### src/rtl/fixed_float_conversion.sv
// Converts between 32-bit two's-complement fixed point (programmable binary point)
// and IEEE-754 single precision, one registered result per clock.
module fixed_float_conversion (
  input  logic        clk,
  input  logic        rst,
  input  logic [31:0] targetnumber,
  input  logic [4:0]  fixpointpos,
  input  logic        opcode,
  output logic [31:0] result
);

  localparam int unsigned DW      = 32;
  localparam int unsigned MANT_W  = 23;
  localparam int unsigned SIG_W   = 24;
  localparam int unsigned WIDE_W  = 64;
  localparam int unsigned K_W     = 11;

  logic [DW-1:0]     x2f_c;
  logic [DW-1:0]     f2x_c;
  logic [DW-1:0]     conv_c;

  logic [DW:0]       mag33;
  logic [DW-1:0]     mag;
  logic [4:0]        lead;
  logic [DW-2:0]     norm;
  logic [MANT_W-1:0] frac;
  logic [8:0]        exp9;

  logic [7:0]        fe;
  logic [MANT_W-1:0] fm;
  logic [SIG_W-1:0]  sig;
  logic [K_W-1:0]    k;
  logic [K_W-1:0]    nk;
  logic [WIDE_W-1:0] wide;
  logic              ovf;
  logic              pos_big;
  logic              neg_big;

  // Fixed to float: normalise on the leading one, mantissa truncated toward zero.
  always_comb begin
    mag33 = targetnumber[DW-1] ? (~{1'b1, targetnumber} + 33'd1) : {1'b0, targetnumber};
    mag   = DW'(mag33);
    lead  = '0;
    for (int i = 0; i < 32; i++) begin
      if (mag[i]) lead = 5'(i);
    end
    norm  = 31'(mag << (5'd31 - lead));
    frac  = MANT_W'(norm >> 8);
    exp9  = 9'd127 + 9'(lead) - 9'(fixpointpos);
    if (mag == '0) x2f_c = '0;
    else           x2f_c = {targetnumber[DW-1], exp9[7:0], frac};
  end

  // Float to fixed: scale the significand, truncate, then saturate by sign.
  always_comb begin
    fe   = targetnumber[30:23];
    fm   = targetnumber[22:0];
    sig  = {1'b1, fm};
    k    = K_W'(fe) + K_W'(fixpointpos) - K_W'(150);
    nk   = K_W'(0) - k;
    wide = '0;
    ovf  = 1'b0;
    if (k[K_W-1]) begin
      if (nk < K_W'(SIG_W)) wide = WIDE_W'(sig >> nk[4:0]);
    end else if (k > K_W'(40)) begin
      ovf = 1'b1;
    end else begin
      wide = WIDE_W'(sig) << k[5:0];
    end
    pos_big = ovf || (wide > 64'h0000_0000_7FFF_FFFF);
    neg_big = ovf || (wide >= 64'h0000_0000_8000_0000);

    if (fe == 8'hFF) begin
      f2x_c = (targetnumber[DW-1] && fm == '0) ? 32'h8000_0000 : 32'h7FFF_FFFF;
    end else if (fe == 8'h00) begin
      f2x_c = '0;
    end else if (targetnumber[DW-1]) begin
      f2x_c = neg_big ? 32'h8000_0000 : (~DW'(wide) + 32'd1);
    end else begin
      f2x_c = pos_big ? 32'h7FFF_FFFF : DW'(wide);
    end
  end

  assign conv_c = opcode ? f2x_c : x2f_c;

  always_ff @(posedge clk) begin
    if (rst) result <= '0;
    else     result <= conv_c;
  end

endmodule

### config.mk
export PLATFORM = sky130hd
export DESIGN_NAME = fixed_float_conversion
export DESIGN_NICKNAME = d
export VERILOG_FILES = /design/src/rtl/fixed_float_conversion.sv
export SDC_FILE = /design/constraint.sdc
export NUM_CORES = 1
export LEC_CHECK = 0
export CAP_MARGIN = 25
export CORE_ASPECT_RATIO = 0.75
export CORE_UTILIZATION = 63
export CTS_CLUSTER_SIZE = 40
export DETAILED_ROUTE_END_ITERATION = 10
export PLACE_DENSITY_LB_ADDON = 0.12
export SLEW_MARGIN = 20
export SYNTH_ARGS = -nofsm -noshare
export SYNTH_HDL_FRONTEND = slang
export SYNTH_SLANG_ARGS = --single-unit
### constraint.sdc
create_clock -name clk -period 9.1 [get_ports clk]
set_input_delay 1.82 -clock clk [delete_from_list [all_inputs] [get_ports clk]]
set_output_delay 1.82 -clock clk [all_outputs]
set_load 0.01 [all_outputs]
## Word-level counts from Yosys, hierarchy flattened

Cells that the tools add are included.

- Reduce and logical (&&, ||, !) cells: 6
- Shift-type cells: 3
- Magnitude comparators: 4
- $add $sub $neg: 8
- Bitwise operators: 2
- Eq/ne operators: 1
- Muxes and demuxes: 45

Operator list:

| operator | count |
|---|---|
| 2-to-1 mux 32 bit | 9 |
| 2-to-1 mux 64 bit | 3 |
| 2-to-1 mux 5 bit | 29 |
| adder 32 x 1 -> 32 bit (second input constant) | 2 |
| greater-or-equal comparator 64 x 32 -> 1 bit (second input constant) | 1 |
| greater-than comparator 64 x 31 -> 1 bit (second input constant) | 1 |
| inverter 32 bit | 2 |
| left shift 24 x 6 -> 64 bit | 1 |
| >> shifter 24 x 5 -> 64 bit | 1 |
| zero test 32 bit | 1 |
| left shift 32 x 5 -> 31 bit | 1 |
| zero test 23 bit | 1 |
| greater-than comparator 11 x 6 -> 1 bit (second input constant) | 1 |
| less-than comparator 11 x 5 -> 1 bit (second input constant) | 1 |
| subtractor 1 x 10 -> 11 bit (first input constant) | 1 |
| subtractor 9 x 8 -> 10 bit (second input constant) | 1 |
| adder 8 x 5 -> 9 bit | 1 |
| adder 7 x 5 -> 8 bit (first input constant) | 1 |
| equality test 8 bit (second input constant) | 1 |
| zero test 8 bit | 1 |
| subtractor 8 x 5 -> 8 bit | 1 |
| subtractor 5 bit (first input constant) | 1 |
| 2-to-1 mux 1 bit | 3 |
| logical OR 1 bit | 2 |
| 2 further kinds | 2 |

- Bits of input ports: 40
- Flip-flop bits (word level): 32
- Word-level logic and storage cells: 70

## Longest topological paths before layout

Gate-level depths: netlist (run 1).

- Word-level depth: 38
- Depth in mapped cells: 27

## Worst setup path after synthesis (run 1)

OpenSTA, ideal clock, no wires.

- Path type: input to register
- From: in targetnumber[24]
- To: reg result[29]
- Stages: 26
- Arrival: 8341 ps
- Data required time: 9026 ps
- Path slack: 685 ps
- Path through: clkbuf_1 inv_1 ha_1 inv_1 ha_1 buf_2 clkbuf_1 clkbuf_1 buf_2 inv_1 ha_1 ha_1 clkbuf_1 buf_1 mux4_2 mux2i_1 nor2_1 nand2_1 o211ai_1 nor3_1 o211ai_1 nor3_1 nand3_1 nor4_1 mux2_2 o21ai_0

- Longest elaborated chain between the ends: 15
- Elaborated cells on any way between the ends: 41
- Those cells by class: add/sub (7); order compare (4); eq/ne (1); shift (2); mux (21); bitwise (2); reduce/logical (4)

RTL lines:

| what | RTL line | source |
|---|---|---|
| from (decl) | 6 | `input logic [31:0] targetnumber,` |
| parallel branches: the longest is 14 deep, another holds greater-than comparator 64 x 31 -> 1 bit | n/a |  |
| 2-to-1 mux 32 bit (*) | 84 | `assign conv_c = opcode ? f2x_c : x2f_c;` |
| to (signal assigned) | 88 | `else result <= conv_c;` |
| to (decl) | 9 | `output logic [31:0] result` |

Mark *: on every way between the ends.
A chain may end at the register's enable or synchronous reset.

## Final worst setup path (run 1)

Same ends and word-level chain as after synthesis.

==> results of run 1 <==
-- per-stage QoR --
stage	instances	hold slack, ns	total power [W]
5_1_grt	1632	2.27	0.00203
4_1_cts	1627	2.28	0.00186
6_report	1632	2.27	0.00197
3_3_place_gp	1619	2.54	0.00164
3_5_place_dp	1619	2.55	0.00166
2_1_floorplan	1437	2.12	0.00123
-- area by class of cell --
cell class,count,area [um2]
Timing Repair Buffer,103,977
Inverter,47,181
Multi-Input combinational cell,1231,9310
Fill cell,1375,4730
Sequential cell,32,641
Antenna cell,1,2.50
Clock inverter,3,42.5
Clock buffer,5,125
Tap cell,210,263
-- cells in the mapped netlist (all sizes together) (18+ instances only) --
| master | count |
|---|---|
| a211oi | 34 |
| a21oi | 81 |
| a221oi | 21 |
| buf | 42 |
| clkbuf | 85 |
| dfxtp | 32 |
| ha | 24 |
| inv | 46 |
| mux2 | 35 |
| mux2i | 91 |
| mux4 | 43 |
| nand2 | 118 |
| nand3 | 34 |
| nand4 | 18 |
| nor2 | 113 |
| nor3 | 45 |
| nor4 | 28 |
| o211ai | 32 |
| o21ai | 85 |
| o22ai | 22 |
| o31ai | 23 |
| or3 | 18 |
| xnor2 | 35 |
| xor2 | 26 |
-- per-layer routing --
| layer | share of wire [%] | wire length [um] | global-route usage (%) | up-vias |
|---|---|---|---|---|
| li1 | - | - | - | 5607 |
| met1 | 38 | 17100 | 67.4 | 6049 |
| met2 | 39 | 17400 | 71.0 | 1284 |
| met3 | 20 | 8910 | 25.1 | 214 |
| met4 | 3.2 | 1440 | 12.9 | 6 |
| met5 | 0.31 | 139 | 3.92 | - |
-- cell families after synthesis --
logic type               after synthesis  synth area share (%)
AO/OA/AOI/OAI                        499                  34.7
AND/OR/NAND/NOR                      476                  22.6
buffers and inverters                174                  6.82
multiplexers                         169                  21.6
XOR/XNOR                              61                  5.09
flip-flops                            32                  6.02
adder cells (fa/ha/maj)               26                  3.20
-- worst max-delay path by stage --
stage	slack, ns	cells after the start	end
2_1_floorplan	0.69	26	result[29]
3_3_place_gp	1.11	21	result[29]
3_5_place_dp	0.72	21	result[29]
4_1_cts	0.95	21	result[29]
5_1_grt	0.38	21	result[28]
6_report	0.66	21	result[29]
-- power by group --
part	internal, W	switching (W)
Combinational	0.000600	0.00100
Clock	0.000128	0.0000617
Sequential	0.000165	0.00000826
Total	0.000893	0.00107
-- critical path: cells and delay by family --
family          cells  cell delay [ns]
fa+ha+maj           4             1.75
buf+inv             5             1.23
mux                 5             1.40
compound gates      3             0.69
simple gates        4             1.73
==> out/results.tsv, run 1 <==
metric	value	unit
port_buffers	71	
final_hold_viol_count	0	
wl_per_cell	27.5	um
tightest_slew	1.06	ns
chipHeight	115	um
num_rows	40	
cts_sinks	32	
design.portCount	72	
antenna_left	0	
initial_core_util	65.4	%
max-vdd-ir-drop	0.107	mV
worst-path-max-fanout	14	
die_width	152	um
min_period_over_period	92.8	%
rsz0062_at_grt	false	
synth.distinct_cells	107	
cts_max_level	2	
max_stage_delay	0.67	ns
outcome	complete, but fails checks	
synth_edf_count	0	
gpl.final_weighted_congestion	1.13	
first_pass_iters	11	
cts_buffer_depth	2	
synthArstFlopShare	0	%
worstPathCellList	clkdlybuf4s50_1 -> inv_1 -> ha_1 -> inv_1 -> ha_1 -> inv_1 -> ha_1 -> ha_1 -> buf_4 -> mux2i_1 -> mux4_2 -> mux2i_1 -> mux2i_1 -> o211ai_1 -> nor3_1 -> o211ai_1 -> nor3_1 -> nand3_1 -> nor4_1 -> mux2_2 -> o21ai_0	
dpl.hpwl	34700	um
max-slew-margin-rel	28.3	%
synth_top_area_share	9.10	%
final_common_cell	nand2_1	
clk_pin_slew	0.05	ns
grt_pass1_wl	68200	um
post-route-util	70.9	%
ys.flop_type	dfxtp_1	
drt_iter0_drc	2790	
ys_top_cells_by_area	mux4_2 9.1%, mux2i_1 8.4%, dfxtp_1 6.0%	
syn2layout_area_growth	8.46	%
overflow	0	
placed_cell_area	11300	um2
grt_antenna_before_repair	1	
post_cts_resized	0	
critPathCaptureType	flip-flop	
arrival	8.65	ns
cts_root_buffer	clkbuf_16	
finalWorstSetupSlack	0.656	ns
leakage	4.20	nW
final_cell_area	11500	um2
hold_depth	3	
powerDensity	170	nW/um2
finalNetCount	1486	
vias	13160	
grt_pass1_vias	11736	
post-place-ws	0.719	ns
die_area	17400	um2
finalCriticalPeriod	8.44	ns
drc	12	
min_path_type	input pin to flip-flop	
finalSetupViolCount	0	
hold_start	targetnumber[31]	
yosysSeqAreaShare	6.02	%
routed_wl	44900	um
yosysTopAreaCell	mux4_2	
slowest_stage	clkdlybuf4s50_1	
grt_max_degree	113	
drive_above_1_share	12.9	%
min_to	result[31]	
critical_path_class	input pin to flip-flop	
vias_per_cell	8.06	
postCtsSetupRepairBufs	0	
violations	DRC	
ys_warn_count	0	
cp_common_cell	ha_1	
startpoint_type	input pin	
cts_hold_buf	0	
cts-buffers-inserted	5	
finalSetupTns	0	ns
synthesis.area	10600	um2
largest_reg_flops	32	
top_register	result	
drv_slew	0	
max_freq	118	MHz
reg_top3	result (32)	
layout_common_cells	117 x nand2_1, 112 x nor2_1, 89 x mux2i_1	
critical_path_required	9.30	ns
cts_tree	built	
max_cap_violations	0	
synth_seq_cells	32	
core-area	16300	um2
crit_path_start	targetnumber[24]	
synth_cells	1437	
syn_area_per_cell	7.40	um2
synth_fp_nets	1503	
grtUsageTotal	50.5	%
Note: power is estimated with default switching activity, not from simulation.
==> run 2: changes to the inputs <==
Settings changed: CTS_CLUSTER_DIAMETER set to 200.
==> results of run 2 <==
Same layout as run 1: the final DEF is identical, and so are final timing and power.
